$ cat config.mk
export PLATFORM = sky130hd
export DESIGN_NAME = ltm_video_out
export DESIGN_NICKNAME = d
export VERILOG_FILES = /design/src/rtl/ltm_video_pkg.sv /design/src/rtl/ltm_pix_fifo.sv /design/src/rtl/ltm_video_out.sv
export SDC_FILE = /design/constraint.sdc
export NUM_CORES = 1
export LEC_CHECK = 0
export CAP_MARGIN = 20
export CORE_AREA = 2 2 250 252
export CTS_BUF_LIST = sky130_fd_sc_hd__clkbuf_4
export CTS_CLUSTER_SIZE = 14
export DETAILED_ROUTE_END_ITERATION = 10
export DIE_AREA = 0 0 252 254
export GPL_TIMING_DRIVEN = 0
export MAX_ROUTING_LAYER = met4
export PLACE_DENSITY = 0.5
export SLEW_MARGIN = 20
export SYNTH_ARGS = -nofsm -noshare
export SYNTH_HDL_FRONTEND = slang
export SYNTH_SLANG_ARGS = --single-unit
$ cat constraint.sdc
create_clock -name clk_clk -period 5.5 [get_ports clk_clk]
set_input_delay 0.55 -clock clk_clk [delete_from_list [all_inputs] [get_ports clk_clk]]
set_output_delay 0.55 -clock clk_clk [all_outputs]
set_load 0.05 [all_outputs]
$ cat src/rtl/ltm_video_pkg.sv
// ltm_video_pkg: shared state encoding, raster total helper and colour-bar table for ltm_video_out
package ltm_video_pkg;
  typedef enum logic {SYNC_WAIT, RUN} state_t;
  localparam logic [23:0] BARS [8] = '{
    24'hFFFFFF, 24'hFFFF00, 24'h00FFFF, 24'h00FF00,
    24'hFF00FF, 24'hFF0000, 24'h0000FF, 24'h000000
  };
  function automatic int total(input int a, input int b, input int c, input int d);
    return a + b + c + d;
  endfunction
endpackage

$ cat src/rtl/ltm_pix_fifo.sv
// ltm_pix_fifo: first-word-fall-through synchronous FIFO holding {sop,pixel} words
module ltm_pix_fifo #(
  parameter int W = 25,
  parameter int DEPTH = 16
) (
  input  logic         clk,
  input  logic         rst,
  input  logic         push,
  input  logic         pop,
  input  logic [W-1:0] din,
  output logic [W-1:0] dout,
  output logic         full,
  output logic         empty
);
  localparam int AW = $clog2(DEPTH);
  logic [W-1:0] mem [DEPTH];
  logic [AW:0] wp, rp;
  assign full = (wp ^ rp) == {1'b1, {AW{1'b0}}};
  assign empty = wp == rp;
  assign dout = mem[rp[AW-1:0]];
  always_ff @(posedge clk) begin
    if (rst) begin
      wp <= '0;
      rp <= '0;
    end else begin
      if (push && !full) begin
        mem[wp[AW-1:0]] <= din;
        wp <= wp + (AW+1)'(1);
      end
      if (pop && !empty) rp <= rp + (AW+1)'(1);
    end
  end
endmodule

$ cat src/rtl/ltm_video_out.sv
// ltm_video_out: FIFO-buffered pixel stream locked to programmable raster timing; LTM_TESTPATTERN_EN adds tp_sel colour bars
module ltm_video_out
  import ltm_video_pkg::*;
#(
  parameter int DATA_W = 24,
  parameter int FIFO_DEPTH = 16,
  parameter int CLK_DIV = 1,
  parameter int H_ACTIVE = 800,
  parameter int H_FP = 40,
  parameter int H_SYNC = 128,
  parameter int H_BP = 88,
  parameter int V_ACTIVE = 480,
  parameter int V_FP = 1,
  parameter int V_SYNC = 3,
  parameter int V_BP = 21,
  parameter bit HS_POL = 1'b0,
  parameter bit V_POL = 1'b0
) (
  input  logic              clk_clk,
  input  logic              reset_reset,
  input  logic [DATA_W-1:0] snk_data,
  input  logic              snk_sop,
  input  logic              snk_valid,
  output logic              snk_ready,
`ifdef LTM_TESTPATTERN_EN
  input  logic              tp_sel,
`endif
  output logic [DATA_W-1:0] vid_data,
  output logic              vid_datavalid,
  output logic              vid_h_sync,
  output logic              vid_v_sync,
  output logic              vid_h,
  output logic              vid_v,
  output logic              vid_f,
  output logic              underflow
);
  localparam int H_TOTAL = total(H_ACTIVE, H_FP, H_SYNC, H_BP);
  localparam int V_TOTAL = total(V_ACTIVE, V_FP, V_SYNC, V_BP);
  localparam int HW = $clog2(H_TOTAL);
  localparam int VW = $clog2(V_TOTAL);
  localparam int PW = CLK_DIV > 1 ? $clog2(CLK_DIV) : 1;
  localparam logic [HW-1:0] H_A = HW'(H_ACTIVE);
  localparam logic [HW-1:0] H_S0 = HW'(H_ACTIVE + H_FP);
  localparam logic [HW-1:0] H_S1 = HW'(H_ACTIVE + H_FP + H_SYNC - 1);
  localparam logic [HW-1:0] H_L = HW'(H_TOTAL - 1);
  localparam logic [VW-1:0] V_A = VW'(V_ACTIVE);
  localparam logic [VW-1:0] V_S0 = VW'(V_ACTIVE + V_FP);
  localparam logic [VW-1:0] V_S1 = VW'(V_ACTIVE + V_FP + V_SYNC - 1);
  localparam logic [VW-1:0] V_L = VW'(V_TOTAL - 1);
  state_t state, state_n;
  logic [PW-1:0] pre;
  logic [HW-1:0] h;
  logic [VW-1:0] v;
  logic [DATA_W:0] head;
  logic [DATA_W-1:0] head_data, data_n;
  logic head_sop, full, empty, push, pop, uf_n;
  logic tick, h_act, v_act, act, origin, in_hs, in_vs;
  assign tick = pre == '0;
  assign h_act = h < H_A;
  assign v_act = v < V_A;
  assign act = h_act && v_act;
  assign origin = h == '0 && v == '0;
  assign in_hs = h >= H_S0 && h <= H_S1;
  assign in_vs = v >= V_S0 && v <= V_S1;
  assign head_sop = head[DATA_W];
  assign head_data = head[DATA_W-1:0];
  assign vid_f = 1'b0;
`ifdef LTM_TESTPATTERN_EN
  localparam int BW = H_ACTIVE / 8 > 0 ? H_ACTIVE / 8 : 1;
  logic [2:0] bar;
  assign bar = (int'(h) / BW > 7) ? 3'd7 : 3'(int'(h) / BW);
  assign snk_ready = !reset_reset && (tp_sel || !full);
  assign push = snk_valid && snk_ready && !tp_sel;
`else
  assign snk_ready = !reset_reset && !full;
  assign push = snk_valid && snk_ready;
`endif
  ltm_pix_fifo #(.W(DATA_W + 1), .DEPTH(FIFO_DEPTH)) u_fifo (
    .clk(clk_clk),
    .rst(reset_reset),
    .push(push),
    .pop(pop),
    .din({snk_sop, snk_data}),
    .dout(head),
    .full(full),
    .empty(empty)
  );
  always_comb begin
    state_n = state;
    pop = 1'b0;
    data_n = '0;
    uf_n = underflow;
    if (state == SYNC_WAIT) begin
      pop = !empty && !head_sop;
      if (tick && origin && !empty && head_sop) begin
        pop = 1'b1;
        state_n = RUN;
        data_n = head_data;
        uf_n = 1'b0;
      end
    end else if (tick && act) begin
      if (empty || (head_sop && !origin)) begin
        uf_n = 1'b1;
        state_n = SYNC_WAIT;
      end else begin
        pop = 1'b1;
        data_n = head_data;
      end
    end
`ifdef LTM_TESTPATTERN_EN
    if (tp_sel) begin
      pop = !empty;
      state_n = SYNC_WAIT;
      uf_n = 1'b0;
      data_n = act ? DATA_W'(BARS[bar]) : '0;
    end
`endif
  end
  always_ff @(posedge clk_clk) begin
    if (reset_reset) begin
      pre <= '0;
      h <= '0;
      v <= '0;
      state <= SYNC_WAIT;
      underflow <= 1'b0;
      vid_data <= '0;
      vid_datavalid <= 1'b0;
      vid_h_sync <= !HS_POL;
      vid_v_sync <= !V_POL;
      vid_h <= 1'b1;
      vid_v <= 1'b1;
    end else begin
      pre <= (pre == PW'(CLK_DIV - 1)) ? '0 : pre + PW'(1);
      state <= state_n;
      underflow <= uf_n;
      if (tick) begin
        h <= (h == H_L) ? '0 : h + HW'(1);
        v <= (h != H_L) ? v : (v == V_L) ? '0 : v + VW'(1);
        vid_data <= data_n;
        vid_datavalid <= act;
        vid_h_sync <= in_hs ? HS_POL : !HS_POL;
        vid_v_sync <= in_vs ? V_POL : !V_POL;
        vid_h <= !h_act;
        vid_v <= !v_act;
      end
    end
  end
endmodule

## After elaboration in Yosys (flattened, before gate mapping)

Memories as Yosys holds them, arrays and structs flattened. A register that Yosys moved wholly into a read port is not among the register bits.
Index checks and enable logic that the tools add are counted.

| storage, ports and cells | value |
|---|---|
| flip-flop bits (word level) | 62 |
| latch bits | 0 |
| RAM bits | 400 |
| bits in read-only memories | 0 |
| bits of input ports | 28 |
| output and inout bits | 32 |
| word-level logic and storage cells | 87 |
| memories | 1 |

Memories:

| memory | words | bits a word | read ports | clocked after memory_dff | write ports | RTL line | RTL |
|---|---|---|---|---|---|---|---|
| u_fifo.mem | 16 | 25 | 1 | 1 | 1 | ltm_pix_fifo.sv:16 | `logic [W-1:0] mem [DEPTH];` |

| cells by class | value |
|---|---|
| add/subtract/negate cells | 5 |
| multipliers | 0 |
| divide/modulo/power cells | 0 |
| order comparisons | 6 |
| equal/unequal tests | 7 |
| shifts and indexed selects | 0 |
| muxes and demuxes | 24 |
| bitwise gates (word level) | 3 |
| reductions and logical operators | 28 |

Operators by type and width:

| operator | number |
|---|---|
| $mux 24 | 4 |
| $mux 1 | 16 |
| $logic_and 1x1->1 | 14 |
| $add 11x1->11 const B | 1 |
| $eq 11x11->1 const B | 1 |
| $ge 11x10->1 const B | 1 |
| $le 11x10->1 const B | 1 |
| $logic_not 11->1 | 1 |
| $lt 11x10->1 const B | 1 |
| $mux 11 | 1 |
| $ne 11x11->1 const B | 1 |
| $add 5x1->5 const B | 2 |
| $add 9x1->9 const B | 1 |
| $eq 9x9->1 const B | 1 |
| $ge 9x9->1 const B | 1 |
| $le 9x9->1 const B | 1 |
| $logic_not 9->1 | 1 |
| $lt 9x9->1 const B | 1 |
| $mux 9 | 1 |
| $mux 4 | 2 |
| $logic_not 1->1 | 7 |
| $eq 5x5->1 | 1 |
| $eq 5x5->1 const B | 1 |
| $xor 5x5->5 | 1 |
| 8 further kinds | 10 |

## Logic depth before layout (Yosys ltp)

Gate-level depths: netlist of the first run.

| logic depth | value |
|---|---|
| depth after elaboration | 11 |
| depth in mapped cells | 8 |
| depth with buffers taken out | 7 |

## By module

A second synthesis of the first run with hierarchy kept.

| unflattened totals | value |
|---|---|
| cell total of the unflattened synthesis | 940 |
| area, all modules | 18,277.5 um^2 |

Modules (own cells, without submodules):

| module | instances | cells each | area an instance (um^2) | sequential area each (um^2) |
|---|---|---|---|---|
| ltm_pix_fifo | 1 | 660 | 15,912.8 | 12,291.8 |
| ltm_video_out | 1 | 280 | 2,364.8 | 1,041.0 |

## Worst setup path after synthesis of the first run

OpenSTA, ideal clock, no wires.

| timing path | value |
|---|---|
| kind | reg-to-reg |
| start | register u_fifo.wp[3] |
| end | memory u_fifo.mem[3][0], enable pin |
| library setup time | 0.438 ns |
| arrival | 2.761 ns |
| data required time | 5.062 ns |
| path slack | 2.300 ns |
| cell stages (with the launch flop) | 6 |
| buffers on the path | 1 |
| clock period less this slack | 3.200 ns |
| cells stage by stage | dfxtp_1 -> buf_2 -> xnor2_1 -> nand4_1 -> o211ai_1 -> nor3_1 |

| between the ends | value |
|---|---|
| word-level cells in the longest chain between the ends | 9 |

RTL lines:

| what | RTL line | RTL |
|---|---|---|
| start: declaration | ltm_pix_fifo.sv:17 | `logic [AW:0] wp, rp;` |
| start signal: assignment | ltm_pix_fifo.sv:28 | `wp <= wp + (AW+1)'(1);` |
| $xor 5x5->5 | ltm_pix_fifo.sv:18 | `assign full = (wp ^ rp) == {1'b1, {AW{1'b0}}};` |
| $eq 5x5->1 | ltm_pix_fifo.sv:18 |  |
| $logic_not 1->1 | ltm_pix_fifo.sv:26, ltm_video_out.sv:75 |  |
| $logic_and 1x1->1 | ltm_video_out.sv:75 | `assign snk_ready = !reset_reset && !full;` |
| $logic_and 1x1->1 | ltm_video_out.sv:76 | `assign push = snk_valid && snk_ready;` |
| $logic_and 1x1->1 | ltm_pix_fifo.sv:26 | `if (push && !full) begin` |
| $mux 1 | ltm_pix_fifo.sv:26 |  |
| $mux 1 | ltm_pix_fifo.sv:22 | `if (rst) begin` |
| $mux 1 (not written as such) | ltm_pix_fifo.sv:27 | `mem[wp[AW-1:0]] <= din;` |
| end: declaration | ltm_pix_fifo.sv:16 |  |

Several ways; a longest one is shown, not always the timed one.

## Worst setup path in the final report of the first run

| timing path | value |
|---|---|
| start | register u_fifo.wp[2] |
| end | output port snk_ready |

| between the ends | value |
|---|---|
| word-level cells in the longest chain between the ends | 4 |

RTL lines:

| what | RTL line | RTL |
|---|---|---|
| $xor 5x5->5 | ltm_pix_fifo.sv:18 |  |
| $eq 5x5->1 | ltm_pix_fifo.sv:18 |  |
| $logic_not 1->1 | ltm_video_out.sv:75 |  |
| $logic_and 1x1->1 | ltm_video_out.sv:75 |  |
| end: declaration | ltm_video_out.sv:24 | `output logic snk_ready,` |

No other way between the ends.

==> out/qor.csv, run 1 <==
metric,value,unit
Crit. End Element,output pin,
port bufs,58,
Critical Path Start Type,register,
filler cell count,5766,
unrepaired setup endpoints after global routing,no,
Yosys top cell by area,edfxtp_1,
Finish-stage setup viols,0,
top-area cell type share of the netlist area,0.657,
CP Cell Sequence,"buf_2, xnor2_1, nand4_1, nor2_1, nor2_1, clkdlybuf4s50_1",
Inst Count DP,1799,
first-pass GRT wire length,65.4,mm
Post-synth EDFFs,400,
per-cell routed wire length,22.1,um
die area,64000,um^2
chip width,252,um
Post-CTS Setup Inserts,0,
CP Max Fanout,9,
main flop type after synthesis,edfxtp_1,
initial antenna violation count,4,
critical path type,reg -> out,
I/O pins,60,
clk buf depth,3,
post_cts resized,0,
Root Buffer,clkbuf_4,
HPWL Detailed,27.1,mm
number of hold violations in the final report,0,
Post-CTS Hold Buffers,0,
fmax,289,MHz
Area growth syn-to-layout,19.7,%
share of layout cells above drive strength 1,0.343,
CP max-delay cell,clkdlybuf4s50_1,
Vias,9523,
Congestion Overflow GR,0,
Nets,1170,
most frequent cell after synthesis,edfxtp_1,
Tmin final,3460,ps
maximum number of pins on one net before global-route repair,20,
total CTS buffers,121,
P_leak,7.04,nW
total core area,61300,um^2
Max Slew Vio Count,0,
top cell family by delay on the critical path,buffers and inverters,
CP required,4950,ps
All-Layer GR Usage,0.147,
"Async S/R FF share, synth",0,
CP peak stage delay,730,ps
Worst Skew,91.8,ps
leading cell types by count after synthesis,"400 x edfxtp_1, 124 x mux4_2, 66 x dfxtp_1",
Hold WC Path Type,reg -> reg,
power per cell area,387,nW/um^2
clk sinks,466,
design area,21900,um^2
placed cell area,20300,um^2
"Clk pin slew, worst setup/hold paths",60,ps
status,"complete, no violations",
Antenna Nets Post-Route,0,
overall power,8.47,mW
synth top area cells,"edfxtp_1 66%, mux4_2 15%, dfxtp_1 7.2%, o21ai_2 1.0%, nand2_1 0.80%",
First-pass DRT Iterations,5,
TritonCTS clock tree,done,
Yosys warnings,0,
worst vdd ir,0.000154,V
post-route insts no fill,2024,
Most Frequent Cell on Critical Path,nor2_1,
arrival time of the worst setup path,2910,ps
Die Height,254,um
First DRT Iteration DRCs,709,
Max-Cap Viols,0,
Unique masters post-synth,59,
vias per std cell,4.71,
vias in the first global route,10000,
DRC Markers,0,
Mapped Area,18300,um^2
hold slack,447,ps
Post-Route Utilization,0.358,
Buf/Inv on CP,2,
Slew headroom,0.288,
H-tree depth,3,
"Avg Cell Area, Syn",19.7,um^2
aggregate routed wire length,44.7,mm
sequential fraction of the synthesis area,0.729,
Final period util,0.629,
worst slew pin tran,1070,ps
Clock Latency Late Sink,920,ps
Rows,91,
Starting Density,0.299,
GP Congestion,0.742,
Mapped Cells,930,
Yosys reg bits,466,
==> final cells by class <==
class,instances,area (um^2),share of cell area
Inverter,33,124,0.00565
Buffer,45,258,0.0118
Clock inverter,30,190,0.00868
Antenna cell,8,20.0,0.000914
Clock buffer,187,1400,0.0641
Timing Repair Buffer,78,968,0.0442
Sequential cell,466,13300,0.609
Tap cell,790,988,0.0451
Multi-Input combinational cell,387,4620,0.211
==> state kept, by name (all words and copies together), names as in the netlist, 5 cells and up, named ones only <==
name and cells:
u_fifo.rp 5, u_fifo.wp 5, h 11, vid_data 24, v 9, u_fifo.mem 400
==> worst min-delay path, cell delays in order (launching register included) <==
cell	delay (ps)
dfxtp_1	300
nand2_1	50
o21ai_1	50
==> power breakdown <==
part	total, mW	internal (mW)	switching, mW
sequential	3.92	3.89	0.0324
clock	3.05	1.64	1.41
combinational	1.50	0.722	0.781
total	8.47	6.24	2.23
==> cell usage in the layout (no fill, tap or decap), types with 11 or more instances in the layout <==
master and n:
edfxtp_1 400, clkbuf_4 187, mux4_2 124, dfxtp_1 66, clkdlybuf4s50_1 58, clkinv_1 46, nand2_1 39, nor2_1 33
o21ai_2 21, buf_2 17, clkbuf_1 16, nor2b_1 13, and3_2 13, xor2_1 13, xnor2_1 11, buf_12 11
==> metal layers <==
| layer | routed length (um) | vias up | GRT usage |
|---|---|---|---|
| met5 | 0 | - | - |
| met4 | 732 | 0 | 0.0494 |
| met3 | 2040 | 62 | 0.0341 |
| met2 | 22100 | 242 | 0.237 |
| met1 | 19800 | 4961 | 0.183 |
| li1 | - | 4258 | - |
==> metrics by stage <==
| stage | setup slack, ps | setup TNS, ps |
|---|---|---|
| detailed placement | 2040 | 0 |
| global placement | -1340 | -33440 |
| CTS | 1910 | 0 |
| global route | 1820 | 0 |
| finish | 2040 | 0 |
| floorplan | 2300 | 0 |
==> final timing paths <==
path	depth (start not counted)	slack [ps]	from	end
hold / removal	2	450	vid_data[23]	vid_data[23]
setup / recovery	6	2040	u_fifo.wp[2]	snk_ready
hold reg to reg	2	450	vid_data[23]	vid_data[23]
setup reg to reg	7	2650	register	vid_data[8]
==> logic make-up after synthesis <==
family	after synthesis	share of synthesized area
other cells	1	0.000205
buf+inv	78	0.0209
fa+ha+maj	10	0.00684
simple gates	155	0.0447
compound gates	61	0.0280
mux	135	0.159
flops	466	0.729
xor+xnor	24	0.0115
(Power assumes the default switching activity.)
==> inputs of run 2 (changes only) <==
Clock period 5.5 ns to 3.6 ns, I/O delays scaled along.
==> results of run 2 <==
The final DEF is identical to that of run 1. Status: complete, no violations.
Main changes from that run: setup slack after placement 2040 ps -> 517 ps; clock-pin slew on the worst setup and hold paths 60 ps -> 70 ps; setup slack after layout 2040 ps -> 333 ps; hold slack 447 ps -> 335 ps; register-to-register setup slack 2650 ps -> 750 ps; end point of the worst hold path vid_data[23] -> u_fifo.wp[3]; total power 8.47 mW -> 12.9 mW; worst IR drop on VDD 0.000154 V -> 0.000235 V
==> inputs of run 3 (changes only) <==
Settings changed: PLACE_DENSITY 0.5 to not set.
==> out/qor.csv, run 3 (synthesized netlist as in run 1, its figures left out) <==
metric,value,unit,change
clk buf depth,3,,unchanged
Slew headroom,0.336,,+0.0475
"Worst Setup Slack, final",397,ps,
Max Slew Vio Count,0,,unchanged
Rows,91,,unchanged
first-pass GRT wire length,61.4,mm,-6.1%
port bufs,58,,unchanged
design area,21900,um^2,-0.15%
post-route insts no fill,2017,,-0.35%
"commonest non-fill, non-tap cell in the layout",edfxtp_1,,
Die Height,254,um,unchanged
Critical Path Start Type,register,,
TritonCTS clock tree,done,,
fmax,312,MHz,
share of layout cells above drive strength 1,0.340,,-0.00243
Final period util,0.890,,
aggregate routed wire length,41.5,mm,-7.3%
arrival time of the worst setup path,2840,ps,-70 ps
worst hold path depth,1,,
HP Start,snk_data[23],,
number of hold violations in the final report,0,,unchanged
H-tree depth,3,,unchanged
Worst R2R Start,u_fifo.wp[2],,
worst slew pin tran,996,ps,-71.3 ps
Worst Skew,81.3,ps,-10.5 ps
Post-Route Utilization,0.357,,-0.000531
Congestion Overflow GR,0,,unchanged
Post-CTS Setup Inserts,0,,unchanged
Post-CTS Hold Buffers,0,,unchanged
max reg flops,400,,unchanged
First DRT Iteration DRCs,660,,-6.9%
GP Congestion,0.752,,+1.4%
Root Buffer,clkbuf_4,,
worst vdd ir,0.000282,V,
"Clk pin slew, worst setup/hold paths",70,ps,
Finish-stage setup viols,0,,unchanged
placed cell area,20300,um^2,about the same
Tmin final,3200,ps,
Crit. End Element,output pin,,
I/O pins,60,,unchanged
CP Max Fanout,9,,unchanged
Inst Count DP,1798,,-0.056%
per-cell routed wire length,20.6,um,-7.0%
dpl ws,368,ps,
Worst Setup SP,u_fifo.wp[2],,
"commonest non-fill, non-tap cells in the layout","400 x edfxtp_1, 179 x clkbuf_4, 124 x mux4_2",,
maximum number of pins on one net before global-route repair,20,,unchanged
P_leak,7.02,nW,-0.30%
Antenna Nets Post-Route,0,,unchanged
die area,64000,um^2,unchanged
critical path type,reg -> out,,
HPWL Detailed,26.2,mm,-3.5%
R2R cell count,8,,+1
unrepaired setup endpoints after global routing,no,,
DRC Markers,0,,unchanged
clk sinks,466,,unchanged
post_cts resized,0,,unchanged
status,"complete, no violations",,
initial antenna violation count,4,,unchanged
Area growth syn-to-layout,19.6,%,
total core area,61300,um^2,unchanged
total CTS buffers,116,,-4.1%
Vias,9518,,-0.053%
Max-Cap Viols,0,,unchanged
CP required,3240,ps,
All-Layer GR Usage,0.136,,-0.0113
Starting Density,0.299,,unchanged
chip width,252,um,unchanged
Hold WC Path Type,in -> reg,,
vias in the first global route,9901,,-1.2%
vias per std cell,4.72,,+0.29%
Clock Latency Late Sink,860,ps,-60 ps
First-pass DRT Iterations,5,,unchanged
Setup TNS Final,0,ps,unchanged
power per cell area,584,nW/um^2,
Nets,1164,,-0.51%
[run 3: cell count changes in the layout (fill, tap and decap cells not counted), sizes merged]
cell      before  now
clkbuf       203  195
clkinv        48   54
diode          8    4
clkinvlp       0    2
inv           13   11
buf           49   48
[run 3: path summary, 6_finish.rpt]
check / end / slack [ps]
max: snk_ready / 400
min reg2reg: vid_data[17] / 450
min: u_fifo.mem[8][23] / 410
max reg2reg: u_fifo.mem[3][9] / 680
[run 3: final cells by class]
type,instances,area [um^2]
tap,790,988
buffer,45,258
timing repair buffer,77,971
inverter,33,124
fill,5760,39400
clock inverter,36,225
antenna,4,10.0
multi-input combinational,387,4620
sequential,466,13300
clock buffer,179,1340
[run 3: worst max-delay path, stage by stage (launching register included)]
cell             delay (ps)
dfxtp_1                 310
buf_2                   210
xnor2_1                 140
nand4_1                 330
nor2_1                  190
nor2_1                   90
clkdlybuf4s50_1         740
[run 3: stage by stage]
stage          hold slack, ps  total power, mW
2_1_floorplan             459             7.75
3_3_place_gp              439             8.37
3_5_place_dp              440             8.40
4_1_cts                   326             13.0
5_1_grt                   409             13.4
6_report                  412             12.8
[run 3: power breakdown]
| group | internal [mW] | switching [mW] | leakage (nW) |
|---|---|---|---|
| logic | 1.10 | 1.16 | 1.95 |
| clock network | 2.42 | 2.12 | 0.930 |
| registers | 5.94 | 0.0467 | 4.14 |
| total | 9.46 | 3.32 | 7.02 |
[run 3: per-layer routing]
| layer | global-route usage | wire length, um |
|---|---|---|
| met4 | 0.0482 | 785 |
| met3 | 0.0380 | 3110 |
| met2 | 0.225 | 20800 |
| met1 | 0.158 | 16700 |
| met5 | - | 0 |
